--- config.mk ---
export PLATFORM = sky130hd
export DESIGN_NAME = disp_scan_hex
export DESIGN_NICKNAME = d
export VERILOG_FILES = /design/src/rtl/disp_pkg.sv /design/src/rtl/hex7seg_dec.sv /design/src/rtl/disp_scan_hex.sv
export SDC_FILE = /design/constraint.sdc
export NUM_CORES = 1
export LEC_CHECK = 0
export CAP_MARGIN = 20
export CORE_ASPECT_RATIO = 0.9
export CORE_MARGIN = 4
export CORE_UTILIZATION = 55
export DETAILED_ROUTE_END_ITERATION = 6
export PLACE_DENSITY = 0.91
export SKIP_CTS_REPAIR_TIMING = 1
export SYNTH_ARGS = -nofsm -noshare
export SYNTH_HDL_FRONTEND = slang
export SYNTH_HIERARCHICAL = 1
export SYNTH_SLANG_ARGS = --single-unit
--- constraint.sdc ---
create_clock -name clk -period 6 [get_ports clk]
set_input_delay 0.9 -clock clk [delete_from_list [all_inputs] [get_ports clk]]
set_output_delay 0.9 -clock clk [all_outputs]
set_load 0.1 [all_outputs]
--- src/rtl/disp_pkg.sv ---
`default_nettype none
// +----------------------------------------------------------------------+
// | Package : disp_pkg                                                   |
// | Shared seven-segment constants for the multiplexed hex display.      |
// | Rev     : 1.0                                                        |
// +----------------------------------------------------------------------+
package disp_pkg;

    localparam logic [7:0] SEG_OFF = 8'hFF;

    // {g,f,e,d,c,b,a}, active-low; 6 and 9 carry their tails (MC14495 style)
    localparam logic [6:0] c_hex_seg [16] = '{
        7'h40, 7'h79, 7'h24, 7'h30, 7'h19, 7'h12, 7'h02, 7'h78,
        7'h00, 7'h10, 7'h08, 7'h03, 7'h46, 7'h21, 7'h06, 7'h0E
    };

endpackage
`default_nettype wire

--- src/rtl/hex7seg_dec.sv ---
`default_nettype none
// +----------------------------------------------------------------------+
// | Module : hex7seg_dec                                                 |
// | Combinational 4-bit hex to active-low a-g segment decoder.           |
// | Rev    : 1.0                                                         |
// +----------------------------------------------------------------------+
module hex7seg_dec
    import disp_pkg::*;
(
    input  logic [3:0] i_hex,
    output logic [6:0] o_seg
);

    assign o_seg = c_hex_seg[i_hex];

endmodule
`default_nettype wire

--- src/rtl/disp_scan_hex.sv ---
`default_nettype none
// +----------------------------------------------------------------------+
// | Module : disp_scan_hex                                               |
// | Time-multiplexed hex display driver with blanking, LZ and blink.     |
// | Rev    : 1.0                                                         |
// +----------------------------------------------------------------------+
module disp_scan_hex
    import disp_pkg::*;
#(
    parameter int DIGITS      = 4,
    parameter int SCAN_DIV    = 50000,
    parameter int BLINK_SLOTS = 256
) (
    input  logic                  clk,
    input  logic                  rst_n,
    input  logic                  load,
    input  logic [4*DIGITS-1:0]   hexs,
    input  logic [DIGITS-1:0]     points,
    input  logic [DIGITS-1:0]     les,
    input  logic [DIGITS-1:0]     blink,
    input  logic                  lz_en,
    output logic [7:0]            segment,
    output logic [DIGITS-1:0]     anode
);

    localparam int c_idx_w  = (DIGITS > 1) ? $clog2(DIGITS) : 1;
    localparam int c_pre_w  = $clog2(SCAN_DIV);
    localparam int c_slot_w = (BLINK_SLOTS > 1) ? $clog2(BLINK_SLOTS) : 1;

    logic [4*DIGITS-1:0] r_hexs;
    logic [DIGITS-1:0]   r_points;
    logic [DIGITS-1:0]   r_les;
    logic [DIGITS-1:0]   r_blink;
    logic [c_pre_w-1:0]  r_pre;
    logic [c_idx_w-1:0]  r_idx;
    logic [c_slot_w-1:0] r_slot;
    logic                r_phase;
    logic [7:0]          r_segment;
    logic [DIGITS-1:0]   r_anode;

    logic                w_tick;
    logic [DIGITS-1:0]   w_hi_zero;
    logic                w_zero_run;
    logic [3:0]          w_cur_hex;
    logic                w_cur_pt;
    logic                w_cur_le;
    logic                w_cur_bl;
    logic                w_cur_hz;
    logic [6:0]          w_dec_seg;
    logic                w_ag_blank;
    logic [7:0]          w_seg_next;
    logic [DIGITS-1:0]   w_anode_next;

    always_ff @(posedge clk or negedge rst_n) begin
        if (!rst_n) begin
            r_hexs   <= '0;
            r_points <= '0;
            r_les    <= '0;
            r_blink  <= '0;
        end else if (load) begin
            r_hexs   <= hexs;
            r_points <= points;
            r_les    <= les;
            r_blink  <= blink;
        end
    end

    assign w_tick = (r_pre == c_pre_w'(SCAN_DIV - 1));

    always_ff @(posedge clk or negedge rst_n) begin
        if (!rst_n) begin
            r_pre   <= '0;
            r_idx   <= '0;
            r_slot  <= '0;
            r_phase <= 1'b0;
        end else begin
            r_pre <= w_tick ? '0 : r_pre + 1'b1;
            if (w_tick) begin
                r_idx <= (r_idx == c_idx_w'(DIGITS - 1)) ? '0 : r_idx + 1'b1;
                if (r_slot == c_slot_w'(BLINK_SLOTS - 1)) begin
                    r_slot  <= '0;
                    r_phase <= ~r_phase;
                end else begin
                    r_slot <= r_slot + 1'b1;
                end
            end
        end
    end

    // w_hi_zero[i]: digit i and every digit above it hold zero
    always_comb begin
        w_hi_zero  = '0;
        w_zero_run = 1'b1;
        for (int i = DIGITS - 1; i >= 0; i--) begin
            w_zero_run   = w_zero_run & (r_hexs[4*i +: 4] == 4'h0);
            w_hi_zero[i] = w_zero_run;
        end
    end

    always_comb begin
        w_cur_hex = 4'h0;
        w_cur_pt  = 1'b0;
        w_cur_le  = 1'b0;
        w_cur_bl  = 1'b0;
        w_cur_hz  = 1'b0;
        for (int i = 0; i < DIGITS; i++) begin
            if (r_idx == c_idx_w'(i)) begin
                w_cur_hex = r_hexs[4*i +: 4];
                w_cur_pt  = r_points[i];
                w_cur_le  = r_les[i];
                w_cur_bl  = r_blink[i];
                w_cur_hz  = w_hi_zero[i];
            end
        end
    end

    hex7seg_dec u_dec (
        .i_hex (w_cur_hex),
        .o_seg (w_dec_seg)
    );

    // Digit 0 is exempt from suppression so an all-zero value still shows "0"
    assign w_ag_blank   = w_cur_le | (lz_en & (r_idx != '0) & w_cur_hz);
    assign w_seg_next   = (w_cur_bl & r_phase) ? SEG_OFF
                        : {~w_cur_pt, (w_ag_blank ? 7'h7F : w_dec_seg)};
    assign w_anode_next = ~(DIGITS'(1) << r_idx);

    always_ff @(posedge clk or negedge rst_n) begin
        if (!rst_n) begin
            r_segment <= SEG_OFF;
            r_anode   <= '1;
        end else begin
            r_segment <= w_seg_next;
            r_anode   <= w_anode_next;
        end
    end

    assign segment = r_segment;
    assign anode   = r_anode;

endmodule
`default_nettype wire

======== Word level (Yosys, flattened, before mapping) ========
Memories as Yosys holds them, arrays and structs flattened.
Index checks and enable logic that the tools add are counted.
word-level totals
  output and inout port bits .............. 12
  register bits ........................... 67
  input bits .............................. 32
  memory bits (read-only) ................. 112
  word-level logic and storage cells ...... 66
  memories ................................ 1
operators by class
  muxes and demuxes ....................... 27
  add/sub/neg operators ................... 3
  reduce and logical (&&, ||, !) cells .... 7
  $lt $le $gt $ge ......................... 1
  shift operators ......................... 1
  equal/unequal tests ..................... 5
  bitwise gates (word level) .............. 11
memories
  memory           words  width  read ports  clocked after Yosys merged registers in  write ports  RTL line           RTL
  (no name shown)  16     7      1           0                                        0            hex7seg_dec.sv:14  assign o_seg = c_hex_seg[i_hex];
operators with widths
  cell                                                                    number
  7-bit 2-to-1 mux                                                        3
  16-bit by 1-bit adder with 16-bit output (second input constant)        1
  16-bit equality test (second input constant)                            1
  4-bit logical NOT                                                       4
  1-bit 2-to-1 mux                                                        16
  16-bit 2-to-1 mux                                                       1
  4-bit 2-to-1 mux                                                        4
  8-bit 2-to-1 mux                                                        2
  8-bit by 1-bit adder with 8-bit output (second input constant)          1
  8-bit equality test (second input constant)                             1
  1-bit bitwise AND                                                       6
  5-bit >= comparator (second input constant)                             1
  4-bit NOT with 5-bit output                                             1
  2-bit equality test (second input constant)                             2
  4-bit NOT                                                               1
  1-bit by 2-bit << shifter with 4-bit output (first input constant)      1
  2-bit by 1-bit adder with 2-bit output (second input constant)          1
  2-bit by 1-bit equality test with 1-bit output (second input constant)  1
  2-bit logical NOT                                                       1
  2-bit 2-to-1 mux                                                        1
  1-bit NOT                                                               2
  2-bit AND reduction                                                     1
  2-bit nonzero test                                                      1
  1-bit bitwise OR                                                        1

======== Logic depth before layout (Yosys ltp) ========
Gate-level depths: netlist of run 1.
  depth in word-level cells ............... 12
  mapped depth ............................ 12

======== Cells and area by module ========
The synthesis of run 1 kept the hierarchy.
modules (own cells, without submodules)
  module         seq. area each (sq um)  area each (sq um)  cells each  times used
  disp_scan_hex  1,691.6                 3,020.4            255         1
  hex7seg_dec    0.0                     269.0              33          1

======== Least setup slack after synthesis of run 1 ========
No wires, ideal clock.
  path kind ............................... reg-to-reg
  start ................................... reg r_idx[1]
  end ..................................... reg r_segment[3] (netlist: segment[3])
  slack ................................... 3.151 ns
  period minus slack after synthesis ...... 2.849 ns
  required time ........................... 5.893 ns
  buffers on the path ..................... 1
  library setup time ...................... 0.107 ns
  data arrival time ....................... 2.742 ns
  cell stages (with the launch flop) ...... 12
  cells stage by stage .................... dfrtp_1 -> inv_1 -> ha_1 -> buf_2 -> nor2b_1 -> a221oi_1 -> o31ai_1 -> inv_1 -> ha_1 -> inv_1 -> mux4_2 -> nand3b_1
between the ends
  cells in the longest elaborated chain, start to end .. 11
  elaborated cells on any way between the ends .. 31
  those cells by class .................... eq/ne (3); mux (20); bitwise (5); reduce/logical (2); memory (1)
RTL lines
  element                                                   RTL line              RTL
  from (decl)                                               disp_scan_hex.sv:35   logic [c_idx_w-1:0] r_idx;
  from (signal assigned)                                    disp_scan_hex.sv:79   r_idx <= (r_idx == c_idx_w'(DIGITS - 1)) ? '0 : r_idx + 1'b1;
  2-bit logical NOT                                         disp_scan_hex.sv:107  if (r_idx == c_idx_w'(i)) begin
  4-bit 2-to-1 mux (3 in series)                            disp_scan_hex.sv:107
  4-bit 2-to-1 mux (*)                                      disp_scan_hex.sv:107
  named net w_cur_hex[0]                                    disp_scan_hex.sv:44   logic [3:0] w_cur_hex;
  4-bit NOT with 5-bit output (implied by the code) (*)     hex7seg_dec.sv:14
  memory read 16 x 7 bit (*)                                n/a
  7-bit 2-to-1 mux (implied by the code) (*) (2 in series)  hex7seg_dec.sv:14
  named net w_dec_seg[3]                                    disp_scan_hex.sv:49   logic [6:0] w_dec_seg;
  7-bit 2-to-1 mux (*)                                      disp_scan_hex.sv:125  : {~w_cur_pt, (w_ag_blank ? 7'h7F : w_dec_seg)};
  8-bit 2-to-1 mux (*)                                      disp_scan_hex.sv:124  assign w_seg_next = (w_cur_bl & r_phase) ? SEG_OFF
  named net w_seg_next[3]                                   disp_scan_hex.sv:51   logic [7:0] w_seg_next;
  to (signal assigned)                                      disp_scan_hex.sv:133  r_segment <= w_seg_next;
  to (decl)                                                 disp_scan_hex.sv:38   logic [7:0] r_segment;
The timed path passes the listed nets; every way through them passes the cells marked *. The select of a mux whose other input is x is not followed.
A chain may end at the register's enable or synchronous reset.

======== Worst setup path in the final report of run 1 ========
  start ................................... reg r_idx[0]
  end ..................................... reg r_segment[3] (netlist: segment[3])
Same word-level chain as after synthesis.

==> results of run 1 <==
==> sequential cells by signal, summed over array words and instances, names as in the netlist <==
signal,flops
anode,4
r_blink,4
r_hexs,16
r_idx,2
r_les,4
r_phase,1
r_points,4
r_pre,16
r_slot,8
segment,8
==> worst max-delay path, cell delays in order, from the launching register on <==
cell and delay, ns:
dfrtp_1 0.41, inv_1 0.12, ha_1 0.27, nor2b_1 0.37
a221oi_1 0.15, o31ai_1 0.74, inv_1 0.24, ha_1 0.35
inv_1 0.05, mux4_2 0.43, nand3b_1 0.16
==> worst paths after layout <==
| kind | startpoint | endpoint | depth (start not counted) |
|---|---|---|---|
| max in group asynchronous | rst_n | r_slot[7] | 2 |
| worst max register to register | r_idx[0] | segment[3] | 10 |
| worst max-delay path | r_idx[0] | segment[3] | 10 |
| worst min register to register | r_slot[6] | r_slot[6] | 1 |
| worst min-delay path | r_slot[6] | r_slot[6] | 1 |
| min in group asynchronous | rst_n | r_points[0] | 2 |
==> power by group through the flow <==
| stage | clock [mW] | sequential [mW] | combinational [mW] |
|---|---|---|---|
| after global placement | 0 | 0.508 | 0.174 |
| final | 0.362 | 0.502 | 0.181 |
| after global routing | 0.397 | 0.505 | 0.193 |
| after detailed placement | 0 | 0.510 | 0.181 |
| after floorplan | 0 | 0.566 | 0.0631 |
| after CTS | 0.373 | 0.502 | 0.181 |
==> kinds of logic after synthesis <==
kind of cell	Yosys count	synth area share
compound gates	38	0.0791
mux	36	0.124
flops	67	0.514
fa+ha+maj	13	0.0494
xor+xnor	17	0.0453
buf+inv	27	0.0365
simple gates	90	0.151
==> metal layers <==
metal,up-vias,GRT usage
met2,78,0.329
li1,1118,-
met4,0,0.0744
met3,13,0.0680
met5,-,0
met1,1181,0.291
==> cell type report <==
class / count / area, um2
tap: 70 / 87.6
sequential: 67 / 1690
clock inverter: 7 / 68.8
timing repair buffer: 47 / 475
fill: 401 / 1740
multi-input combinational: 194 / 1480
inverter: 16 / 60.1
clock buffer: 9 / 124
==> per-stage QoR <==
| stage | cells | hold slack (ns) | total power [mW] |
|---|---|---|---|
| floorplan | 288 | 0.438 | 0.629 |
| detailed placement | 393 | 0.461 | 0.690 |
| global route | 410 | 0.515 | 1.09 |
| CTS | 409 | 0.475 | 1.06 |
| global placement | 392 | 0.459 | 0.683 |
| finish | 410 | 0.471 | 1.04 |
==> synthesized netlist by cell type, types with 2 or more instances <==
cell type,number
dfstp_2,12
nand4_1,9
and3_1,2
buf_6,2
mux2_2,28
a21oi_1,7
a41oi_1,2
inv_1,16
nor2b_1,3
buf_2,3
nand3b_1,8
a31oi_1,3
o2111a_1,2
nor2_1,23
nand2_1,16
or4bb_1,2
a221oi_1,4
dfrtp_1,55
o21ai_0,8
o21ai_1,2
nand3_1,9
nand2b_1,2
nor3_1,3
mux2i_1,7
clkbuf_1,6
xor2_1,7
o31ai_1,4
ha_1,13
nor4_1,5
xnor2_1,10
==> placed cells by master (no fill, tap or decap), types with 4 or more instances in the layout <==
master	Yosys	routed
dfrtp_1	55	55
clkdlybuf4s50_1	0	42
mux2_2	28	28
nor2_1	23	23
inv_1	16	16
nand2_1	16	16
ha_1	13	13
dfstp_2	12	12
xnor2_1	10	10
nand3_1	9	9
nand4_1	9	9
clkbuf_8	0	9
o21ai_0	8	8
nand3b_1	8	8
a21oi_1	7	7
xor2_1	7	7
mux2i_1	7	7
nor4_1	5	5
a221oi_1	4	4
==> results.toml, run 1 <==
[outcome]
status = "finished, final reports clean"

[sta]
fin_skew_ns = 0.00621
finalCritPeriodShare = 0.569
maxSlewHeadroom = 0.330
hold_violations = 0
rsz0062_at_grt = "no"
maxSlewViolCount = 0
setup-tns-final_ns = 0
timing.fmax_ghz = 0.293
worst_pin_slew_ns = 1.00
setup_ws_ns = 2.59
fin_crit_ns = 3.41
finalSetupViolCount = 0

[grt]
grt_pass1_wl_um = 11800
grt_antenna_before_repair = 0
grt_remaining_overflow = 0
grt_usage = 0.216
grt_pass1_vias = 2441
grt_max_degree = 68

[worst_hold_path]
hp-class = "flop to flop"

[critical_path]
required_ns = 6.24
arrival_ns = 3.65
r2r_slack_ns = 2.59
critPathLaunchType = "flop"
cp_max_fo = 7
crit_path_end_kind = "flop"
critical_path_class = "flop to flop"

[cells_and_area]
drive_gt1_frac = 0.194
fin_nets = 380
fin_area_um2 = 3990
insertedDiodeCount = 0
final_util = 0.697
area_growth_pct = 21.3

[synthesis]
ys_seq_elements = 67
yosys.area.top_type = "dfrtp_1"
synth_top_area_share = 0.418
synth-main-ff-cell = "dfrtp_1"
netlist_top_cells_area = "dfrtp_1 42%, dfstp_2 9.6%, mux2_2 9.6%"
async_flop_share = 1.00
synth-edff-count = 0
avgSynthCellArea_um2 = 11.4
ys_types = 45
syn_nets = 333
ys_warn_count = 6
synth-seq-area-share = 0.514
synth_area_um2 = 3290
synthCells = 288

[route]
dr.pass1.iters = 4
wl_per_cell_um = 16.3
vias_per_cell = 5.83
drcViolationCount = 0
wl_met1_um = 2970
antenna_left = 0
top_layer_used = "met4"
wl_met3_um = 398
drt_iter0_markers = 219
wirelength_um = 6680
wl_met2_um = 3180
vias = 2390

[cts]
cts.sinks = 67
cts_root_buf = "clkbuf_8"
clockBufferDepth = 2
clk_latency_ns = 0.35
cts.htree.levels = 3
cts_tree = "built"
clk_pin_slew_worst_paths_ns = 0.07
cts_buffers = 9

[power_and_ir_drop]
vdd_drop_max_mv = 0.249
power_density_nw_per_um2 = 262
clkPwrFrac = 0.346
combPwrFrac = 0.173
swShare = 0.286
p_leak_nw = 1.73
intPower_mw = 0.746
seq_power_share = 0.480
switchingPower_mw = 0.299

[placement]
gp_congestion = 0.906
dp_slack_ns = 2.65
port_buffers = 43
place_area_um2 = 3790
hpwlAfterDp_um = 4770

[die]
core_um2 = 5730
die_height_um = 81.4
io_pins = 44
dieWidth_um = 89.5
rows = 26
initial_core_util = 0.575
die_area_um2 = 7280

[job]
max_cap_violations = 0
(Power assumes the default switching activity.)
==> run 2: changes to the inputs <==
--- a/config.mk
+++ b/config.mk
@@ -8,9 +8,9 @@
 export CAP_MARGIN = 20
 export CORE_ASPECT_RATIO = 0.9
 export CORE_MARGIN = 4
-export CORE_UTILIZATION = 55
+export CORE_UTILIZATION = 49
 export DETAILED_ROUTE_END_ITERATION = 6
-export PLACE_DENSITY = 0.91
+export PLACE_DENSITY = 0.86
 export SKIP_CTS_REPAIR_TIMING = 1
 export SYNTH_ARGS = -nofsm -noshare
 export SYNTH_HDL_FRONTEND = slang
==> constraint.sdc (replaced) <==
create_clock -name clk -period 2.9 [get_ports clk]
set_input_delay 0.435 -clock clk [delete_from_list [all_inputs] [get_ports clk]]
set_output_delay 0.435 -clock clk [all_outputs]
set_load 0.1 [all_outputs]
==> run 2 against run 1 <==
  * Combinational power increased by 110%
  * Sequential cell count did not move
  * Via count down 1.7%
  * Register-to-register slack worse by 2.5 ns
  * Sequential power up 110%
  * First-iteration DRC count fell by 26%
  * Final area is 1.7% higher
  * Maximum frequency is 23% higher
  * Global-route usage decreased by 3.4 points
  * Final cell count rose by 6.3%
  * Die area rose by 11%
  * Wire length shrank 1.4%
  * Largest cell class unchanged
  * Largest power group unchanged
==> results.toml, run 2 (same netlist as run 1, synthesis figures left out) <==
[cells_and_area]
area_growth_pct = 23.4
fin_cells = 436
drive_gt1_frac = 0.240
multiInputGateArea_um2 = 1480
final_util = 0.619
final_common_cell = "dfrtp_1"
nFillCells = 544
reg.largest.list = "r_hexs x16, r_pre x16"
final_cell_mix = "55 x dfrtp_1, 30 x clkdlybuf4s50_1, 28 x mux2_2"
fin_area_um2 = 4060
fin_nets = 386
ff_latch_area_um2 = 1690
insertedDiodeCount = 0

[cts]
clk_latency_ns = 0.35
clk_pin_slew_worst_paths_ns = 0.07
cts_root_buf = "clkbuf_8"
cts.sinks = 67
clockBufferDepth = 2
cts_buffers = 9
cts_tree = "built"
cts.htree.levels = 3

[placement]
gp_congestion = 0.849
dp_slack_ns = 0.165
dp.cells = 420
hpwlAfterDp_um = 4730
place_area_um2 = 3830
port_buffers = 43

[die]
rows = 28
dieWidth_um = 94.4
die_area_um2 = 8090
io_pins = 44
die_height_um = 85.7
initial_core_util = 0.502
core_um2 = 6550

[sta]
fin_crit_ns = 2.77
worst_pin_slew_ns = 0.798
setup-tns-final_ns = 0
whs_ns = 0.171
fin_skew_ns = 0.00958
maxSlewHeadroom = 0.468
timing.fmax_ghz = 0.361
finalCritPeriodShare = 0.954
setup_ws_ns = 0.132
maxSlewViolCount = 0
hold_violations = 0
rsz0062_at_grt = "no"
finalSetupViolCount = 0

[grt]
grt_max_degree = 36
grt_antenna_before_repair = 0
grt_usage = 0.182
grt_remaining_overflow = 0
grt_pass1_wl_um = 11200
grt_pass1_vias = 2307

[power_and_ir_drop]
vdd_drop_max_mv = 0.358
power_density_nw_per_um2 = 564
p_leak_nw = 1.78
power_mw = 2.29

[critical_path]
cp_max_fo = 5
critical_path_class = "flop to flop"
worstRegToRegCells = 10
required_ns = 3.17
critPathLaunchType = "flop"
arrival_ns = 3.04
crit_path_end_kind = "flop"

[route]
drcViolationCount = 0
vias_per_cell = 5.39
vias = 2350
drt_iter0_markers = 163
wirelength_um = 6590
antenna_left = 0
dr.pass1.iters = 4
wl_per_cell_um = 15.1

[outcome]
status = "finished, final reports clean"

[worst_hold_path]
hp-class = "input pin to async pin"

[job]
max_cap_violations = 0
[run 2: worst paths after layout]
path,startpoint,to,slack [ns]
setup / recovery,r_idx[0],segment[3],0.13
hold / removal,rst_n,r_pre[7],0.17
setup reg to reg,r_idx[0],segment[3],0.13
hold reg to reg,r_slot[6],r_slot[6],0.48
max in group asynchronous,rst_n,segment[7],2.01
min in group clk,r_slot[6],r_slot[6],0.48
[run 2: final cells by class]
cell class / count / area share
Tap cell: 90 / 0.0278
Clock inverter: 4 / 0.0179
Sequential cell: 67 / 0.417
Multi-Input combinational cell: 194 / 0.365
Inverter: 16 / 0.0148
Clock buffer: 12 / 0.0382
Timing Repair Buffer: 53 / 0.119
[run 2: worst max-delay path: stages, from the launching register on]
cell and delay (ns):
dfrtp_1 0.40, inv_1 0.12, ha_1 0.17, nor2b_1 0.32, a221oi_1 0.15, o31ai_1 0.35
inv_1 0.17, ha_1 0.31, inv_1 0.05, mux4_2 0.46, nand3b_1 0.18
[run 2: where the power goes]
part,total (mW),internal [mW],switching (mW)
Combinational,0.375,0.147,0.227
Clock,0.877,0.530,0.348
Sequential,1.04,1.00,0.0343
[run 2: layer usage]
metal	routed length, um	vias up	GRT usage	share of wire
met5	0	-	0	0
met1	3090	1154	0.241	0.47
met4	103	0	0.0656	0.016
li1	-	1130	-	-
met2	3060	56	0.273	0.46
met3	335	10	0.0684	0.051
